[config.mk]
export PLATFORM = sky130hd
export DESIGN_NAME = if_fetch_controller
export DESIGN_NICKNAME = d
export VERILOG_FILES = /design/src/rtl/if_fetch_controller.sv
export SDC_FILE = /design/constraint.sdc
export NUM_CORES = 1
export LEC_CHECK = 0
export ABC_AREA = 1
export CAP_MARGIN = 20
export CORE_MARGIN = 1.5
export CORE_UTILIZATION = 55
export CTS_CLUSTER_SIZE = 28
export DETAILED_ROUTE_END_ITERATION = 16
export GPL_ROUTABILITY_DRIVEN = 0
export PLACE_DENSITY_LB_ADDON = 0.08
export SYNTH_ARGS = -nofsm -noshare
export SYNTH_HDL_FRONTEND = slang
export SYNTH_SLANG_ARGS = --single-unit
[constraint.sdc]
create_clock -name clk -period 2.7 [get_ports clk]
set_input_delay 0.81 -clock clk [delete_from_list [all_inputs] [get_ports clk]]
set_output_delay 0.81 -clock clk [all_outputs]
set_load 0.02 [all_outputs]
[src/rtl/if_fetch_controller.sv]
// Input-feature fetch controller: walks a rows x cols x chans tile, issuing one
// granted read per feature word and clearing the IF accumulator at each channel start.
//
// state   | meaning
// --------+-----------------------------------------------------------
// S_IDLE  | ready for start, configuration latched on acceptance
// S_CLEAR | one-cycle accumulator clear ahead of each channel, no read
// S_FETCH | read request held until granted, counters advance per beat
// S_DONE  | one-cycle completion pulse, then back to idle
module if_fetch_controller #(
    parameter int ADDR_W = 16,
    parameter int DIM_W  = 8,
    parameter int CH_W   = 6
) (
    input  logic              clk,
    input  logic              rst,
    input  logic              start_if,
    input  logic              abort,
    input  logic [ADDR_W-1:0] cfg_base,
    input  logic [DIM_W-1:0]  cfg_rows,
    input  logic [DIM_W-1:0]  cfg_cols,
    input  logic [CH_W-1:0]   cfg_chans,
    input  logic              if_gnt,
    output logic              if_ready,
    output logic              if_read,
    output logic [ADDR_W-1:0] if_addr,
    output logic              clr_if,
    output logic              ch_last,
    output logic              if_done
);

    typedef enum logic [1:0] {S_IDLE, S_CLEAR, S_FETCH, S_DONE} state_t;

    state_t            state, state_nxt;
    logic [ADDR_W-1:0] addr_q;
    logic [DIM_W-1:0]  rows_q, cols_q, col_q, row_q;
    logic [CH_W-1:0]   chans_q, ch_q;

    logic cfg_zero, beat, last_col, last_row, last_ch, run_abort, start_acc;

    assign cfg_zero  = (cfg_rows == '0) || (cfg_cols == '0) || (cfg_chans == '0);
    assign beat      = (state == S_FETCH) && if_gnt;
    assign last_col  = (col_q == cols_q - DIM_W'(1));
    assign last_row  = (row_q == rows_q - DIM_W'(1));
    assign last_ch   = (ch_q == chans_q - CH_W'(1));
    assign run_abort = abort && (state != S_IDLE);
    assign start_acc = (state == S_IDLE) && start_if;

    always_ff @(posedge clk or negedge rst) begin
        if (!rst) begin
            state <= S_IDLE;
        end else begin
            state <= state_nxt;
        end
    end

    always_comb begin
        state_nxt = state;
        if (run_abort) begin
            state_nxt = S_IDLE;
        end else begin
            case (state)
                S_IDLE:  if (start_if) state_nxt = cfg_zero ? S_DONE : S_CLEAR;
                S_CLEAR: state_nxt = S_FETCH;
                S_FETCH: if (beat && last_col && last_row)
                             state_nxt = last_ch ? S_DONE : S_CLEAR;
                S_DONE:  state_nxt = S_IDLE;
                default: state_nxt = S_IDLE;
            endcase
        end
    end

    // Outputs decode from registered state only, so if_gnt never reaches if_read.
    always_comb begin
        if_ready = 1'b0;
        if_read  = 1'b0;
        clr_if   = 1'b0;
        if_done  = 1'b0;
        ch_last  = 1'b0;
        case (state)
            S_IDLE:  if_ready = 1'b1;
            S_CLEAR: begin
                clr_if  = 1'b1;
                ch_last = last_ch;
            end
            S_FETCH: begin
                if_read = 1'b1;
                ch_last = last_ch;
            end
            S_DONE:  if_done = 1'b1;
            default: if_ready = 1'b0;
        endcase
    end

    assign if_addr = addr_q;

    always_ff @(posedge clk or negedge rst) begin
        if (!rst) begin
            addr_q  <= '0;
            rows_q  <= '0;
            cols_q  <= '0;
            chans_q <= '0;
            col_q   <= '0;
            row_q   <= '0;
            ch_q    <= '0;
        end else if (run_abort) begin
            col_q <= '0;
            row_q <= '0;
            ch_q  <= '0;
        end else if (start_acc) begin
            addr_q  <= cfg_base;
            rows_q  <= cfg_rows;
            cols_q  <= cfg_cols;
            chans_q <= cfg_chans;
            col_q   <= '0;
            row_q   <= '0;
            ch_q    <= '0;
        end else if (beat) begin
            addr_q <= addr_q + ADDR_W'(1);
            if (last_col) begin
                col_q <= '0;
                if (last_row) begin
                    row_q <= '0;
                    ch_q  <= last_ch ? '0 : ch_q + CH_W'(1);
                end else begin
                    row_q <= row_q + DIM_W'(1);
                end
            end else begin
                col_q <= col_q + DIM_W'(1);
            end
        end
    end

endmodule

==> metrics.cfg, run 1 <==
[layout]
layout_commonest_cell=nand2_1
layout.nets=716
areaGrowthSynthToFinish_pct=24.90
mostFrequentLayoutCells=160 x nand2_1, 68 x inv_1, 62 x dfrtp_1, 61 x clkdlybuf4s50_1, 52 x nor2_1
n_antenna_cell=0
final_area_sq_um=5228
n_fill_cell=655
drive_gt1_share_pct=10.81

[floorplanning]
io_pins=64
row_count=31
dieWidth_um=90.23
start_util_pct=57.40
core_sq_um=7292
dieArea_sq_um=8141
die_y_um=90.23

[power]
p_switching_mw=2.456
combPwrFrac_pct=53.8
p_leak_nw=2.524
power_frac_seq_pct=30.0
clock_power_share_pct=16.2
power.internal_mw=2.956
sw_frac_of_total_pct=45.39
ir_drop_uv=651.9
p_per_area_nw_per_um2=1035
power_mw=5.412

[timing]
hold_slack_ns=0.4937
setup_violations=1
clock.fmax_ghz=0.3634
fin_crit_sh_pct=101.9
fin_ws_ns=-0.05201
hold_viol=0
tightest_slew_ns=0.4128
skew_ns=0.01081
rsz0062_at_grt=yes
fin_crit_ns=2.752
setup-tns-final_ns=-0.05201
relSlewSlack_pct=72.48
slew_viol_final=0

[synth]
syn_area_sq_um=4185
syn_nets=640
ys_types=41
ys_warn_count=0
synth_compound_area_share_pct=11.15
synth_top_family_by_area=simple AND/OR/NAND/NOR gates
synth-simple-area-share_pct=32.77
synthFlopType=dfrtp_1
synth_xor_xnor_area_share_pct=7.713
ys_seq_area_share_pct=37.07
post_synth.cell_area_avg_sq_um=7.142
synthAdderAreaFrac_pct=3.288
synth_edf_count=0
synth-seq-cells=62
async_reset_ff_share_pct=100.0
synth_cells=586
synthMuxAreaShare_pct=0

[run_status]
status=finished, violations left
violations=setup timing

[detailed_routing]
via_per_inst=5.218
firstDrtPassIters=5
vias=3992
drt-initial-drc-count=202
drc=0
wl_um=10030
wl_per_cell_um=13.11
ant_nets=0

[setup_path]
worstSetupPathType=flip-flop to output pin
cp-start-kind=flip-flop
r2r-start=rows_q[0]
reg2regPathDepth=11
crit_fanout=2
worstPathArrival_ns=1.94
worst-r2r-setup-slack_ns=0.52
worstPathRequired_ns=1.89
critPathCaptureType=output pin
worst_r2r_endpoint=state[0]

[clock_network]
cts_sinks=62
ctsRootBufferMaster=clkbuf_8
clk_pin_slew_worst_paths_ns=0.07
numCtsBuffers=9
clk_latency_ns=0.34
htree_levels=3
cts_max_path_buffers=2
cts_tree=yes
cts_hold_buf=0

[worst_hold_path]
holdCritPathClass=input port to asynchronous set/reset pin

[grt]
grt_max_degree=35
grt_pass1_wl_um=16950
grt_pass1_vias=3833
antenna_found_initial=0
grt_overflow=0
grt.total_usage_pct=25.64

[flow_run]
cap_violations=0

[place]
io_buffers=63
placed_cell_area_sq_um=4979
hpwl_um=7459

-- power by group through the flow --
stage          Clock [mW]  Combinational, mW  Sequential [mW]
6_report            0.877               2.91             1.62
5_1_grt             0.928               3.29             1.68
4_1_cts             0.881               2.83             1.61
3_5_place_dp            0               2.81             1.62
3_3_place_gp            0               2.72             1.62
2_1_floorplan           0               1.88             1.67
-- worst max path at each step --
stage / startpoint / endpoint / slack (ns) / cells past startpoint
6_report: chans_q[1] / ch_last / -0.05 / 9
3_5_place_dp: chans_q[1] / ch_last / -0.08 / 11
3_3_place_gp: chans_q[0] / ch_last / -0.02 / 9
2_1_floorplan: chans_q[0] / ch_last / 0.30 / 8
5_1_grt: chans_q[1] / ch_last / -0.23 / 9
4_1_cts: chans_q[1] / ch_last / 0.004 / 11
-- Yosys cell counts (2+ instances only) --
cell type  number  area [sq um]
nor2_4          3         33.78
ha_1           11         137.6
dfrtp_1        62          1551
nand3b_1        3         22.52
clkbuf_1       10         37.54
xnor2_1        16         140.1
inv_2           6         22.52
xor2_1         19         166.4
nand2_2         3         18.77
nand2_4         2         22.52
and3_1          2         12.51
nand2_1       160         600.6
o21ai_0        49         245.2
o211ai_1        2         15.01
inv_1          70         262.8
a21oi_1        18         90.09
nand4_1        16         100.1
o21ai_2         2         17.52
nand3_1        38         190.2
nor2_1         54         202.7
nor2_2          8         50.05
o21ai_1         5         25.02
or2_2           4         25.02
o22ai_1         2         12.51
nor3_1          5         25.02
-- cells by family after synthesis --
logic type | count (synthesis)
DFF | 62
buffers and inverters | 89
xor gates and xnor gates | 36
AOI/OAI and AO/OA | 84
adders and majority gates | 11
and+or+nand+nor | 304
-- timing repair --
| action | in CTS | in global routing |
|---|---|---|
| gates resized for setup | 5 | 8 |
| cloned | 0 | 0 |
| setup endpoints to repair | 1 | 1 |
| pin swaps | 0 | 5 |
| buffers inserted | 0 | 2 |
-- sequential cells by signal, indices dropped and copies added, names as in the netlist --
name and flops:
chans_q 6, col_q 8, state 2, cols_q 8
rows_q 8, ch_q 6, row_q 8, if_addr 16
-- critical path: stages, from the launching register on --
cell,delay (ns)
dfrtp_1,0.39
inv_2,0.09
ha_4,0.21
xnor2_2,0.12
nor2_1,0.14
nand3_1,0.10
nor2_2,0.16
nand3_2,0.10
nor2_2,0.15
buf_6,0.13
-- area by class of cell --
type	instances	area [sq um]	share of cell area, %
clock buffers	10	127.6	2.441
multi-input cells	435	2328	44.54
inverters	77	289.0	5.529
well taps	99	123.9	2.370
clock inverters	5	75.07	1.436
flip-flops and latches	62	1551	29.68
repair buffers	77	732.0	14.00
-- metal layers --
| layer | vias to the layer above | GRT usage (%) | wire (um) |
|---|---|---|---|
| met2 | 100 | 42.74 | 4901 |
| met1 | 1849 | 34.06 | 4529 |
| met5 | - | 0 | 0 |
| li1 | 2029 | - | - |
| met3 | 14 | 4.738 | 456 |
| met4 | 0 | 7.407 | 139 |
-- stage by stage --
| step | util, % | setup slack, ns | cells |
|---|---|---|---|
| floorplan | - | 0.2970 | 586 |
| global placement | 68.27 | -0.01961 | 748 |
| detailed placement | 68.27 | -0.07529 | 748 |
| CTS | 71.02 | 0.004344 | 763 |
| global route | 71.69 | -0.2270 | 765 |
| finish | 71.69 | -0.05201 | 765 |
(Power assumes the default switching activity.)
==> inputs of run 2 (changes only) <==
--- a/config.mk
+++ b/config.mk
@@ -13,6 +13,7 @@
 export DETAILED_ROUTE_END_ITERATION = 16
 export GPL_ROUTABILITY_DRIVEN = 0
 export PLACE_DENSITY_LB_ADDON = 0.08
+export SETUP_SLACK_MARGIN = 0.3
 export SYNTH_ARGS = -nofsm -noshare
 export SYNTH_HDL_FRONTEND = slang
 export SYNTH_SLANG_ARGS = --single-unit
==> run 2 against run 1 <==
- the flow now finishes without violations
- first-iteration DRC count fell by 21%
- via count rose by 0.48%
- critical path depth did not move
- non-clock buffer count fell by 1
- highest routed layer unchanged
- sequential power barely moved
- register-to-register slack barely moved
- combinational power barely moved
- die area did not move
==> metrics.cfg, run 2 (synthesized netlist as in run 1, its figures left out) <==
[timing]
fin_ws_ns=0.04219  ; was -0.05201 ns
setup_violations=0  ; was 1
hold_viol=0  ; unchanged
relSlewSlack_pct=65.41  ; was 72.48%
rsz0062_at_grt=yes  ; unchanged
skew_ns=0.009740  ; was 0.01081 ns
fin_crit_ns=2.658  ; was 2.752 ns
clock.fmax_ghz=0.3763  ; was 0.3634 GHz
slew_viol_final=0  ; unchanged
fin_crit_sh_pct=98.44  ; was 101.9%
tightest_slew_ns=0.5188  ; was 0.4128 ns

[setup_path]
crit_fanout=2  ; unchanged
cp-start-kind=flip-flop  ; unchanged
worstSetupPathType=flip-flop to output pin  ; unchanged
worstPathRequired_ns=1.89  ; about the same
critPathCaptureType=output pin  ; unchanged
worstPathArrival_ns=1.85  ; was 1.94 ns

[layout]
final_cells=765  ; unchanged
layout.area.seq_sq_um=1551  ; unchanged
areaGrowthSynthToFinish_pct=25.23  ; was 24.90%
multiInputGateArea_sq_um=2326  ; was 2328 sq um
n_antenna_cell=0  ; unchanged
n_fill_cell=634  ; was 655
largest_reg_flops=16  ; unchanged
drive_gt1_share_pct=10.51  ; was 10.81%
layout_commonest_cell=nand2_1  ; unchanged
final_core_util_pct=71.88  ; was 71.69%
layout.nets=715  ; was 716
mostFrequentLayoutCells=160 x nand2_1, 68 x inv_1, 62 x dfrtp_1, 57 x clkdlybuf4s50_1, 52 x nor2_1  ; was 160 x nand2_1, 68 x inv_1, 62 x dfrtp_1, 61 x clkdlybuf4s50_1, 52 x nor2_1

[flow_run]
cap_violations=0  ; unchanged

[floorplanning]
start_util_pct=57.40  ; unchanged
dieWidth_um=90.23  ; unchanged
core_sq_um=7292  ; unchanged
dieArea_sq_um=8141  ; unchanged
io_pins=64  ; unchanged
row_count=31  ; unchanged
die_y_um=90.23  ; unchanged

[detailed_routing]
drt-initial-drc-count=159  ; was 202
wl_um=10050  ; was 10030 um
vias=4011  ; was 3992
via_per_inst=5.243  ; was 5.218
drc=0  ; unchanged
wl_per_cell_um=13.13  ; was 13.11 um
ant_nets=0  ; unchanged
firstDrtPassIters=5  ; unchanged

[grt]
grt_pass1_wl_um=17150  ; was 16950 um
grt_pass1_vias=3927  ; was 3833
grt_overflow=0  ; unchanged
antenna_found_initial=0  ; unchanged
grt_max_degree=43  ; was 35
grt.total_usage_pct=25.77  ; was 25.64%

[power]
p_leak_nw=2.550  ; was 2.524 nW
p_per_area_nw_per_um2=1035  ; about the same
ir_drop_uv=589.6  ; was 651.9 uV

[clock_network]
cts_tree=yes  ; unchanged
cts_max_path_buffers=2  ; unchanged
numCtsBuffers=9  ; unchanged
cts_sinks=62  ; unchanged
clk_latency_ns=0.35  ; was 0.34 ns
clk_pin_slew_worst_paths_ns=0.08  ; was 0.07 ns
ctsRootBufferMaster=clkbuf_8  ; unchanged
htree_levels=3  ; unchanged

[place]
pre_cts_slack_ns=-0.05896  ; was -0.07529 ns
io_buffers=63  ; unchanged
placed_cells=748  ; unchanged
hpwl_um=7610  ; was 7459 um

[run_status]
status=finished clean  ; was finished, violations left

[worst_hold_path]
holdCritPathClass=input port to asynchronous set/reset pin  ; unchanged

## run 2: through the flow
stage | TNS [ns] | power, mW | hold WS, ns | cell area [sq um]
after floorplan | 0 | 3.550 | 0.4692 | 4188
after global placement | -0.005155 | 4.338 | 0.4909 | 4994
after detailed placement | -0.05896 | 4.458 | 0.5069 | 4994
after CTS | 0 | 5.382 | 0.4443 | 5210
after global routing | -0.07560 | 5.875 | 0.4668 | 5241
final | 0 | 5.425 | 0.4338 | 5241
## run 2: power by group
part / internal (mW) / total [mW] / switching (mW)
sequential: 1.24 / 1.62 / 0.387
clock: 0.543 / 0.918 / 0.374
combinational: 1.18 / 2.89 / 1.71
## run 2: final timing paths
check	slack, ns	depth (start not counted)	startpoint	endpoint
setup / recovery	0.04	9	chans_q[1]	ch_last
hold / removal	0.43	1	rst	row_q[0]
setup reg to reg	0.51	13	cols_q[0]	ch_q[0]
hold reg to reg	0.52	2	rows_q[7]	rows_q[7]
max in group asynchronous	1.66	2	rst	ch_q[5]
min in group clk	0.52	2	rows_q[7]	rows_q[7]
## run 2: metal layers
metal / GRT usage, % / part of all wire (%) / vias to the layer above
met2: 45.39 / 50 / 100
met3: 3.384 / 3.8 / 14
li1: - / - / 2019
met1: 32.06 / 44 / 1878
met4: 9.656 / 1.4 / 0
met5: 0 / 0 / -
## run 2: worst max-delay path, stage by stage (launching register included)
cell	delay, ns
dfrtp_1	0.39
inv_2	0.08
ha_4	0.20
xnor2_1	0.12
nor2_1	0.10
nand3_1	0.10
nor2_2	0.16
nand3_2	0.11
nor2_4	0.13
buf_6	0.12
## run 2: what timing repair did
action                     in CTS  in global routing
buffers inserted                0                  1
hold endpoints to repair        0                  0
pin swaps                       0                  5
gates resized for setup        10                  7
hold buffers                    0                  0
setup endpoints to repair       4                  2
## run 2: final cells by class
| type | count | share of cell area (%) |
|---|---|---|
| repair buffers | 76 | 14.04 |
| clock inverters | 4 | 1.337 |
| multi-input cells | 435 | 44.38 |
| well taps | 99 | 2.363 |
| inverters | 77 | 5.514 |
| clock buffers | 12 | 2.769 |
| flip-flops and latches | 62 | 29.60 |
